$ cat src/rtl/mprj_io_pkg.sv
// Shared types and sizing helpers for the GPIO pad configuration loader.
package mprj_io_pkg;

  localparam int PAD_CFG_W = 13;

  typedef logic [PAD_CFG_W-1:0] pad_cfg_t;

  localparam pad_cfg_t DEFAULT_CFG = 13'h0403;

  typedef enum logic [2:0] {
    ST_IDLE,
    ST_SHIFT_LO,
    ST_SHIFT_HI,
    ST_LOAD_HI,
    ST_LOAD_LO
  } xfer_state_e;

  function automatic int chain1_len(input int area1_pads);
    return area1_pads;
  endfunction

  function automatic int chain2_len(input int area1_pads, input int total_pads);
    return total_pads - area1_pads;
  endfunction

  function automatic int chain_max_len(input int area1_pads, input int total_pads);
    int l1;
    int l2;
    l1 = chain1_len(area1_pads);
    l2 = chain2_len(area1_pads, total_pads);
    return (l1 > l2) ? l1 : l2;
  endfunction

  function automatic int slot_count(input int area1_pads, input int total_pads, input int cfg_bits);
    return chain_max_len(area1_pads, total_pads) * cfg_bits;
  endfunction

endpackage

$ cat src/rtl/mprj_io_cfg_shifter.sv
// One chain's shift register: captures the chain's words (leading-zero padded
// to the longest chain) and presents the next serial bit, MSB first.
module mprj_io_cfg_shifter #(
  parameter int LX       = 19,
  parameter int LMAX     = 19,
  parameter int CFG_BITS = 13
) (
  input  logic                   clock,
  input  logic                   reset,
  input  logic                   load_i,
  input  logic                   advance_i,
  input  logic [LX*CFG_BITS-1:0] words_i,
  output logic                   next_bit_o
);

  localparam int NB   = LMAX * CFG_BITS;
  localparam int LEAD = (LMAX - LX) * CFG_BITS;

  logic [NB-1:0] snap;
  logic [NB-1:0] sr_q;
  logic [NB-1:0] sr_d;

  // words_i slot k is the k-th word to leave the chain.
  always_comb begin
    snap = '0;
    for (int k = 0; k < LX; k++) begin
      snap[NB-1-LEAD-k*CFG_BITS -: CFG_BITS] = words_i[k*CFG_BITS +: CFG_BITS];
    end
  end

  always_comb begin
    sr_d = sr_q;
    if (load_i) begin
      sr_d = snap;
    end else if (advance_i) begin
      sr_d = {sr_q[NB-2:0], 1'b0};
    end
  end

  assign next_bit_o = sr_d[NB-1];

  always_ff @(posedge clock or posedge reset) begin
    if (reset) begin
      sr_q <= '0;
    end else begin
      sr_q <= sr_d;
    end
  end

endmodule

$ cat src/rtl/mprj_io_cfg_loader.sv
// Per-pad configuration store plus the serial engine that shifts it into the
// two pad-area control chains.
module mprj_io_cfg_loader
  import mprj_io_pkg::*;
#(
  parameter int                  AREA1PADS   = 19,
  parameter int                  TOTAL_PADS  = 38,
  parameter int                  CFG_BITS    = 13,
  parameter int                  CLK_DIV     = 1,
  parameter logic [CFG_BITS-1:0] DEFAULT_CFG = mprj_io_pkg::DEFAULT_CFG,
  parameter int                  ADDR_W      = $clog2(TOTAL_PADS)
) (
  input  logic                clock,
  input  logic                reset,
  input  logic                cfg_we,
  input  logic [ADDR_W-1:0]   cfg_addr,
  input  logic [CFG_BITS-1:0] cfg_wdata,
  output logic [CFG_BITS-1:0] cfg_rdata,
  input  logic                xfer_start,
  output logic                busy,
  output logic                done,
  output logic                serial_clock,
  output logic                serial_load,
  output logic                serial_data_1,
  output logic                serial_data_2
);

  localparam int L1    = chain1_len(AREA1PADS);
  localparam int L2    = chain2_len(AREA1PADS, TOTAL_PADS);
  localparam int LMAX  = chain_max_len(AREA1PADS, TOTAL_PADS);
  localparam int NB    = slot_count(AREA1PADS, TOTAL_PADS, CFG_BITS);
  localparam int BIT_W = $clog2(NB + 1);
  localparam int DIV_W = $clog2(CLK_DIV + 1);

  logic [CFG_BITS-1:0] mem_q [TOTAL_PADS];
  logic [CFG_BITS-1:0] mem_d [TOTAL_PADS];

  xfer_state_e      state_q, state_d;
  logic [DIV_W-1:0] div_q, div_d;
  logic [BIT_W-1:0] bit_q, bit_d;
  logic busy_q, busy_d, done_q, done_d;
  logic sclk_q, sclk_d, sload_q, sload_d;
  logic sd1_q, sd1_d, sd2_q, sd2_d;
  logic snap_load, shift_adv, div_last, bit_last, shifting;
  logic next_bit_1, next_bit_2;

  logic [L1*CFG_BITS-1:0] chain1_words;
  logic [L2*CFG_BITS-1:0] chain2_words;

  // Chain 1 leaves from its highest pad down; chain 2 from its lowest pad up.
  for (genvar k = 0; k < L1; k++) begin : g_chain1
    assign chain1_words[k*CFG_BITS +: CFG_BITS] = mem_q[L1-1-k];
  end
  for (genvar k = 0; k < L2; k++) begin : g_chain2
    assign chain2_words[k*CFG_BITS +: CFG_BITS] = mem_q[AREA1PADS+k];
  end

  assign cfg_rdata = (int'(cfg_addr) < TOTAL_PADS) ? mem_q[cfg_addr] : '0;

  // A write coinciding with an accepted start is dropped so the snapshot is exact.
  always_comb begin
    mem_d = mem_q;
    if (cfg_we && !busy_q && !xfer_start && (int'(cfg_addr) < TOTAL_PADS)) begin
      mem_d[cfg_addr] = cfg_wdata;
    end
  end

  assign div_last = (div_q == DIV_W'(CLK_DIV - 1));
  assign bit_last = (bit_q == BIT_W'(NB - 1));

  always_comb begin
    state_d   = state_q;
    div_d     = div_q;
    bit_d     = bit_q;
    done_d    = 1'b0;
    snap_load = 1'b0;
    shift_adv = 1'b0;
    case (state_q)
      ST_IDLE: begin
        if (xfer_start) begin
          snap_load = 1'b1;
          state_d   = ST_SHIFT_LO;
          div_d     = '0;
          bit_d     = '0;
        end
      end
      ST_SHIFT_LO: begin
        div_d = div_q + DIV_W'(1);
        if (div_last) begin
          div_d   = '0;
          state_d = ST_SHIFT_HI;
        end
      end
      ST_SHIFT_HI: begin
        div_d = div_q + DIV_W'(1);
        if (div_last) begin
          div_d = '0;
          if (bit_last) begin
            state_d = ST_LOAD_HI;
          end else begin
            shift_adv = 1'b1;
            bit_d     = bit_q + BIT_W'(1);
            state_d   = ST_SHIFT_LO;
          end
        end
      end
      ST_LOAD_HI: begin
        div_d = div_q + DIV_W'(1);
        if (div_last) begin
          div_d   = '0;
          state_d = ST_LOAD_LO;
        end
      end
      ST_LOAD_LO: begin
        div_d = div_q + DIV_W'(1);
        if (div_last) begin
          div_d   = '0;
          state_d = ST_IDLE;
          done_d  = 1'b1;
        end
      end
      default: state_d = ST_IDLE;
    endcase
  end

  // Outputs are registered images of the next state, so they change on the edge.
  assign shifting = (state_d == ST_SHIFT_LO) || (state_d == ST_SHIFT_HI);
  assign busy_d   = (state_d != ST_IDLE);
  assign sclk_d   = (state_d == ST_SHIFT_HI);
  assign sload_d  = (state_d == ST_LOAD_HI);
  assign sd1_d    = shifting & next_bit_1;
  assign sd2_d    = shifting & next_bit_2;

  mprj_io_cfg_shifter #(.LX(L1), .LMAX(LMAX), .CFG_BITS(CFG_BITS)) u_chain1 (
    .clock(clock), .reset(reset), .load_i(snap_load), .advance_i(shift_adv),
    .words_i(chain1_words), .next_bit_o(next_bit_1)
  );

  mprj_io_cfg_shifter #(.LX(L2), .LMAX(LMAX), .CFG_BITS(CFG_BITS)) u_chain2 (
    .clock(clock), .reset(reset), .load_i(snap_load), .advance_i(shift_adv),
    .words_i(chain2_words), .next_bit_o(next_bit_2)
  );

  always_ff @(posedge clock or posedge reset) begin
    if (reset) begin
      for (int i = 0; i < TOTAL_PADS; i++) mem_q[i] <= DEFAULT_CFG;
      state_q <= ST_IDLE;
      div_q   <= '0;
      bit_q   <= '0;
      busy_q  <= 1'b0;
      done_q  <= 1'b0;
      sclk_q  <= 1'b0;
      sload_q <= 1'b0;
      sd1_q   <= 1'b0;
      sd2_q   <= 1'b0;
    end else begin
      mem_q   <= mem_d;
      state_q <= state_d;
      div_q   <= div_d;
      bit_q   <= bit_d;
      busy_q  <= busy_d;
      done_q  <= done_d;
      sclk_q  <= sclk_d;
      sload_q <= sload_d;
      sd1_q   <= sd1_d;
      sd2_q   <= sd2_d;
    end
  end

  assign busy          = busy_q;
  assign done          = done_q;
  assign serial_clock  = sclk_q;
  assign serial_load   = sload_q;
  assign serial_data_1 = sd1_q;
  assign serial_data_2 = sd2_q;

endmodule

$ cat config.mk
export PLATFORM = sky130hd
export DESIGN_NAME = mprj_io_cfg_loader
export DESIGN_NICKNAME = d
export VERILOG_FILES = /design/src/rtl/mprj_io_pkg.sv /design/src/rtl/mprj_io_cfg_shifter.sv /design/src/rtl/mprj_io_cfg_loader.sv
export SDC_FILE = /design/constraint.sdc
export NUM_CORES = 2
export LEC_CHECK = 0
export CORE_ASPECT_RATIO = 0.9
export CORE_MARGIN = 2
export CORE_UTILIZATION = 40
export DETAILED_ROUTE_END_ITERATION = 8
export SKIP_LAST_GASP = 1
export SYNTH_ARGS = -nofsm -noshare
export SYNTH_HDL_FRONTEND = slang
export SYNTH_SLANG_ARGS = --single-unit
$ cat constraint.sdc
create_clock -name clock -period 81.1 [get_ports clock]
set_input_delay 8.11 -clock clock [delete_from_list [all_inputs] [get_ports clock]]
set_output_delay 8.11 -clock clock [all_outputs]
set_load 0.01 [all_outputs]
Word-level counts from Yosys, hierarchy flattened

Cells that the tools add are included.

Bits in registers: 1006
Input port bits: 23
Output and inout bits: 19
Word-level logic and storage cells: 117

Add/subtract/negate cells: 2
$lt $le $gt $ge: 3
Eq/ne operators: 11
Muxes and demuxes: 32
Bitwise operators: 3
Reductions and logical operators: 15

Operators with widths:

| operator                                                              | number |
|---|---|
| 247-bit two-way mux                                                   | 4 |
| 494-bit bitwise mux                                                   | 1 |
| 13-bit binary-select mux with 6-bit select                            | 1 |
| 13-bit demux with 6-bit select                                        | 1 |
| 13-bit two-way mux                                                    | 4 |
| 8-bit two-way mux                                                     | 3 |
| 8-bit one-hot mux with 2 select lines                                 | 1 |
| 3-bit two-way mux                                                     | 5 |
| 3-bit one-hot mux with 5 select lines                                 | 1 |
| 3-bit by 2-bit == test with 1-bit output (second input constant)      | 4 |
| 1-bit two-way mux                                                     | 9 |
| 8-bit by 1-bit adder with 8-bit output (second input constant)        | 1 |
| 8-bit == test (second input constant)                                 | 1 |
| 7-bit greater-or-equal comparator (second input constant)             | 1 |
| 7-bit by 1-bit < comparator with 1-bit output (second input constant) | 1 |
| 6-bit NOT with 7-bit output                                           | 1 |
| 3-bit by 1-bit == test with 1-bit output (second input constant)      | 2 |
| 6-bit < comparator (second input constant)                            | 1 |
| 2-bit inequality test (second input constant)                         | 3 |
| 2-bit nonzero test                                                    | 3 |
| 1-bit logical AND                                                     | 4 |
| 4-bit AND reduction                                                   | 1 |
| 4-bit OR reduction                                                    | 1 |
| 3-bit == test (second input constant)                                 | 1 |
| 9 further kinds                                                       | 11 |

Logic depth before layout (Yosys ltp)

Depth after elaboration: 7
Mapped depth: 10
Depth with buffers taken out: 7

By module

A second synthesis with hierarchy kept.

Cell total of the unflattened synthesis: 3857
Area total of the unflattened synthesis: 46590.9 µm²

By module, submodules not included:

| module              | times used | cells each | area each (µm²) | sequential area each (µm²) |
|---|---|---|---|---|
| mprj_io_cfg_loader  | 1          | 1715       | 23626.4         | 12929.9 |
| mprj_io_cfg_shifter | 2          | 1071       | 11482.3         | 6180.9 |

Worst setup path before layout

Ideal clock, no wire load.

Kind: in2out
Start: input port cfg_addr[0]
End: output port cfg_rdata[5]
Data arrival time: 9517 ps
Required time: 72990 ps
Setup slack: 63473 ps
Stages on the path: 5
Path buffers: 2
Path through: buf_4 buf_2 mux4_2 a221oi_1 nand4_1

Word-level cells in the longest chain between the ends: 5
Elaborated cells between the ends (all ways): 6
Those cells by class: 1 x order compare; 4 x mux; 1 x bitwise

Ends and longest elaborated chain:

| what                                                   | line                     | RTL |
|---|---|---|
| from (decl)                                            | mprj_io_cfg_loader.sv:16 | `input logic [ADDR_W-1:0] cfg_addr,` |
| 6-bit NOT with 7-bit output (not written as such)      | mprj_io_cfg_loader.sv:58 | `assign cfg_rdata = (int'(cfg_addr) < TOTAL_PADS) ? mem_q[cfg_addr] : '0;` |
| 13-bit binary-select mux with 6-bit select             | mprj_io_cfg_loader.sv:58 |  |
| 13-bit two-way mux (not written as such) (2 in series) | mprj_io_cfg_loader.sv:58 |  |
| 13-bit two-way mux (*)                                 | mprj_io_cfg_loader.sv:58 |  |
| to (decl)                                              | mprj_io_cfg_loader.sv:18 | `output logic [CFG_BITS-1:0] cfg_rdata,` |

Every way passes the cells marked *; elsewhere a longest branch is shown, timed or not. The select of a mux whose other input is x is not followed.

Final worst setup path

Start: input port cfg_addr[1]
End: output port cfg_rdata[1]

The elaborated chain is that of the path after synthesis.

==> impl_metrics.yaml <==
layout:
  fin_nets: 3887
  syn_to_final_growth_pct: 10.8
  stdcell_count: 5429
  final_cell_mix: "nand2_1, dfrtp_1, mux2_2"
  mostFrequentLayoutCell: "nand2_1"
  drive_gt1_frac: 0.240
  n_fill_cell: 10276
yosys:
  synth.net_count: 4026
  synth-main-ff-cell: "dfrtp_1"
  synth_top_area_share: 0.501
  syn_area_sq_mm: 0.0445
  synthArstFlopShare: 1.00
  ys_top_cells_by_area: "dfrtp_1, mux2_2, nand2_1, a22oi_1, dfstp_2"
  syn_area_per_cell_sq_um: 11.1
  yosysWarnings: 0
  syn_inst: 4001
  synth_edf_count: 0
  yosysUniqueCellTypes: 67
  yosysSeqAreaShare: 0.568
  ys_seq_elements: 1005
  yosysTopAreaCell: "dfrtp_1"
route:
  vias_per_cell: 5.94
  wl_mm: 144
  drt_iter0_drc: 4224
  firstDrtPassIters: 8
  wl_per_cell_um: 26.5
  detail-route-antenna-nets: 0
  drc: 0
  vias: 32225
grt:
  grt_pass1_vias: 31104
  grt_max_degree: 207
  grt.overflow.total: 0
  grt_pass1_wl_mm: 216
  antenna_found_initial: 6
  grt.total_usage: 0.253
critical_path:
  r2r-start: "state_q[2]"
  rr_worst_depth: 6
  crit_end: "cfg_rdata[1]"
  r2r_setup_slack_ps: 77510
  crit_path_end_kind: "primary output"
  startpoint: "cfg_addr[1]"
  cp.arrival_ps: 12680
  path_class: "primary input to primary output"
  crit_required_ps: 72990
  critPathMaxFanout: 55
  start_kind: "primary input"
  r2r-end: "u_chain2.sr_q[84]"
clock_network:
  clk_path_buf_depth: 3
  cts-root-buf: "clkbuf_16"
  cts-resized-gates: 0
  cts_tree: "done"
  clock-sinks: 1005
  path_clk_slew_ps: 60
  worstSkewPairLatency_ps: 730
  holdBufCountCts: 0
  htreeDepth: 3
  cts_setup_buffers: 0
  cts_buffers: 102
placed_design:
  place_hpwl_mm: 89.4
  gp_congestion: 0.948
  io_buffers: 41
  dp_cells: 5233
worst_hold_path:
  hp-start: "u_chain2.sr_q[246]"
  hold_path.class: "register to register"
sta:
  fin_worst_skew_ps: 37.9
  rsz0062_at_grt: "false"
  period_share: 0.256
  setup_violations: 0
  setup_tns_ps: 0
  min_period_ps: 20790
  drv_slew: 0
  worst_pin_slew_ps: 1250
  hold_viol: 0
  slew_headroom: 0.164
  clock.fmax_mhz: 48.1
power_and_ir_drop:
  p_per_area_mw_per_mm2: 27.7
  p_leak_nw: 24.0
  vdd_drop_max_mv: 0.0273
floorplan:
  die_x_um: 356
  initial_core_util: 0.402
  die_h_um: 320
  die_area_sq_mm: 0.114
  core_area_sq_mm: 0.111
  rows: 116
  boundaryPins: 42
job:
  maxCapViolCount: 0
outcome:
  status: "completed"
-- state kept, by name (all words and copies together) (netlist names), 3 cells and up --
signal	count
u_chain2.sr_q	247
u_chain1.sr_q	247
chain2_words	247
bit_q	8
state_q	3
chain1_words	247
-- stage by stage --
stage | worst slack (ps) | hold slack, ps | utilization | power (W) | instance area (sq um)
floorplan | 44900 | 435 | - | 0.000791 | 44500
detailed placement | 60460 | 453 | 0.413 | 0.000868 | 45700
CTS | 60450 | 467 | 0.445 | 0.00137 | 49300
global placement | 60550 | 450 | 0.413 | 0.000864 | 45700
global route | 60210 | 491 | 0.445 | 0.00143 | 49300
finish | 60310 | 462 | 0.445 | 0.00137 | 49300
-- layout make-up --
cell class	instances	area, sq um	area share
antenna	4	10.0	0.000203
clock buffer	157	3120	0.0633
clock inverter	35	457	0.00926
inverter	8	37.5	0.000761
multi-input combinational	2648	17700	0.359
sequential	1005	25300	0.513
tap	1475	1850	0.0374
timing repair buffer	97	838	0.0170
-- where the power goes --
part / internal [W] / switching [W]
clock: 0.000297 / 0.000207
combinational: 0.0000653 / 0.000196
sequential: 0.000562 / 0.0000393
-- worst max-delay path, stage by stage --
cell	delay, ps
buf_6	360
buf_4	810
buf_4	740
and2_1	890
a221oi_1	180
o22ai_1	270
a21oi_1	130
o2111ai_1	380
clkdlybuf4s50_1	680
-- cell families (layout without fill, tap and decap cells) --
family / count (synthesis) / in the layout / synth area share
AO/OA/AOI/OAI: 741 / 741 / 0.121
XOR/XNOR: 6 / 6 / 0.00118
adder cells (fa/ha/maj): 2 / 2 / 0.000562
buffers and inverters: 348 / 297 / 0.0351
flip-flops: 1005 / 1005 / 0.568
multiplexers: 613 / 613 / 0.160
other: 0 / 4 / 0
AND/OR/NAND/NOR: 1286 / 1286 / 0.115
-- Yosys cell counts (8+ instances only) --
| cell type | count |
|---|---|
| a21oi_1 | 18 |
| a221oi_1 | 63 |
| a22oi_1 | 420 |
| a31oi_1 | 118 |
| and2_1 | 9 |
| buf_1 | 8 |
| buf_2 | 139 |
| buf_4 | 15 |
| clkbuf_1 | 174 |
| dfrtp_1 | 891 |
| dfstp_2 | 114 |
| mux2_2 | 530 |
| mux2i_1 | 58 |
| mux4_2 | 24 |
| nand2_1 | 1048 |
| nand3_1 | 10 |
| nand4_1 | 10 |
| nor2_1 | 155 |
| nor3_1 | 9 |
| o21ai_0 | 44 |
| o22ai_1 | 33 |
-- layer usage --
metal,vias to the layer above,GRT usage,wire length [um]
li1,13916,-,-
met1,16681,0.374,64200
met2,1362,0.355,60800
met3,262,0.0747,14500
met4,4,0.0757,4470
met5,-,0,22
-- worst min-delay path by stage --
stage                               to  cells past startpoint
floorplan           u_chain2.sr_q[246]                      2
global placement    u_chain2.sr_q[246]                      2
detailed placement  u_chain2.sr_q[246]                      2
CTS                 u_chain2.sr_q[246]                      2
global route        u_chain2.sr_q[100]                      2
finish              u_chain2.sr_q[246]                      2
Power figures use the tool's default switching activity.
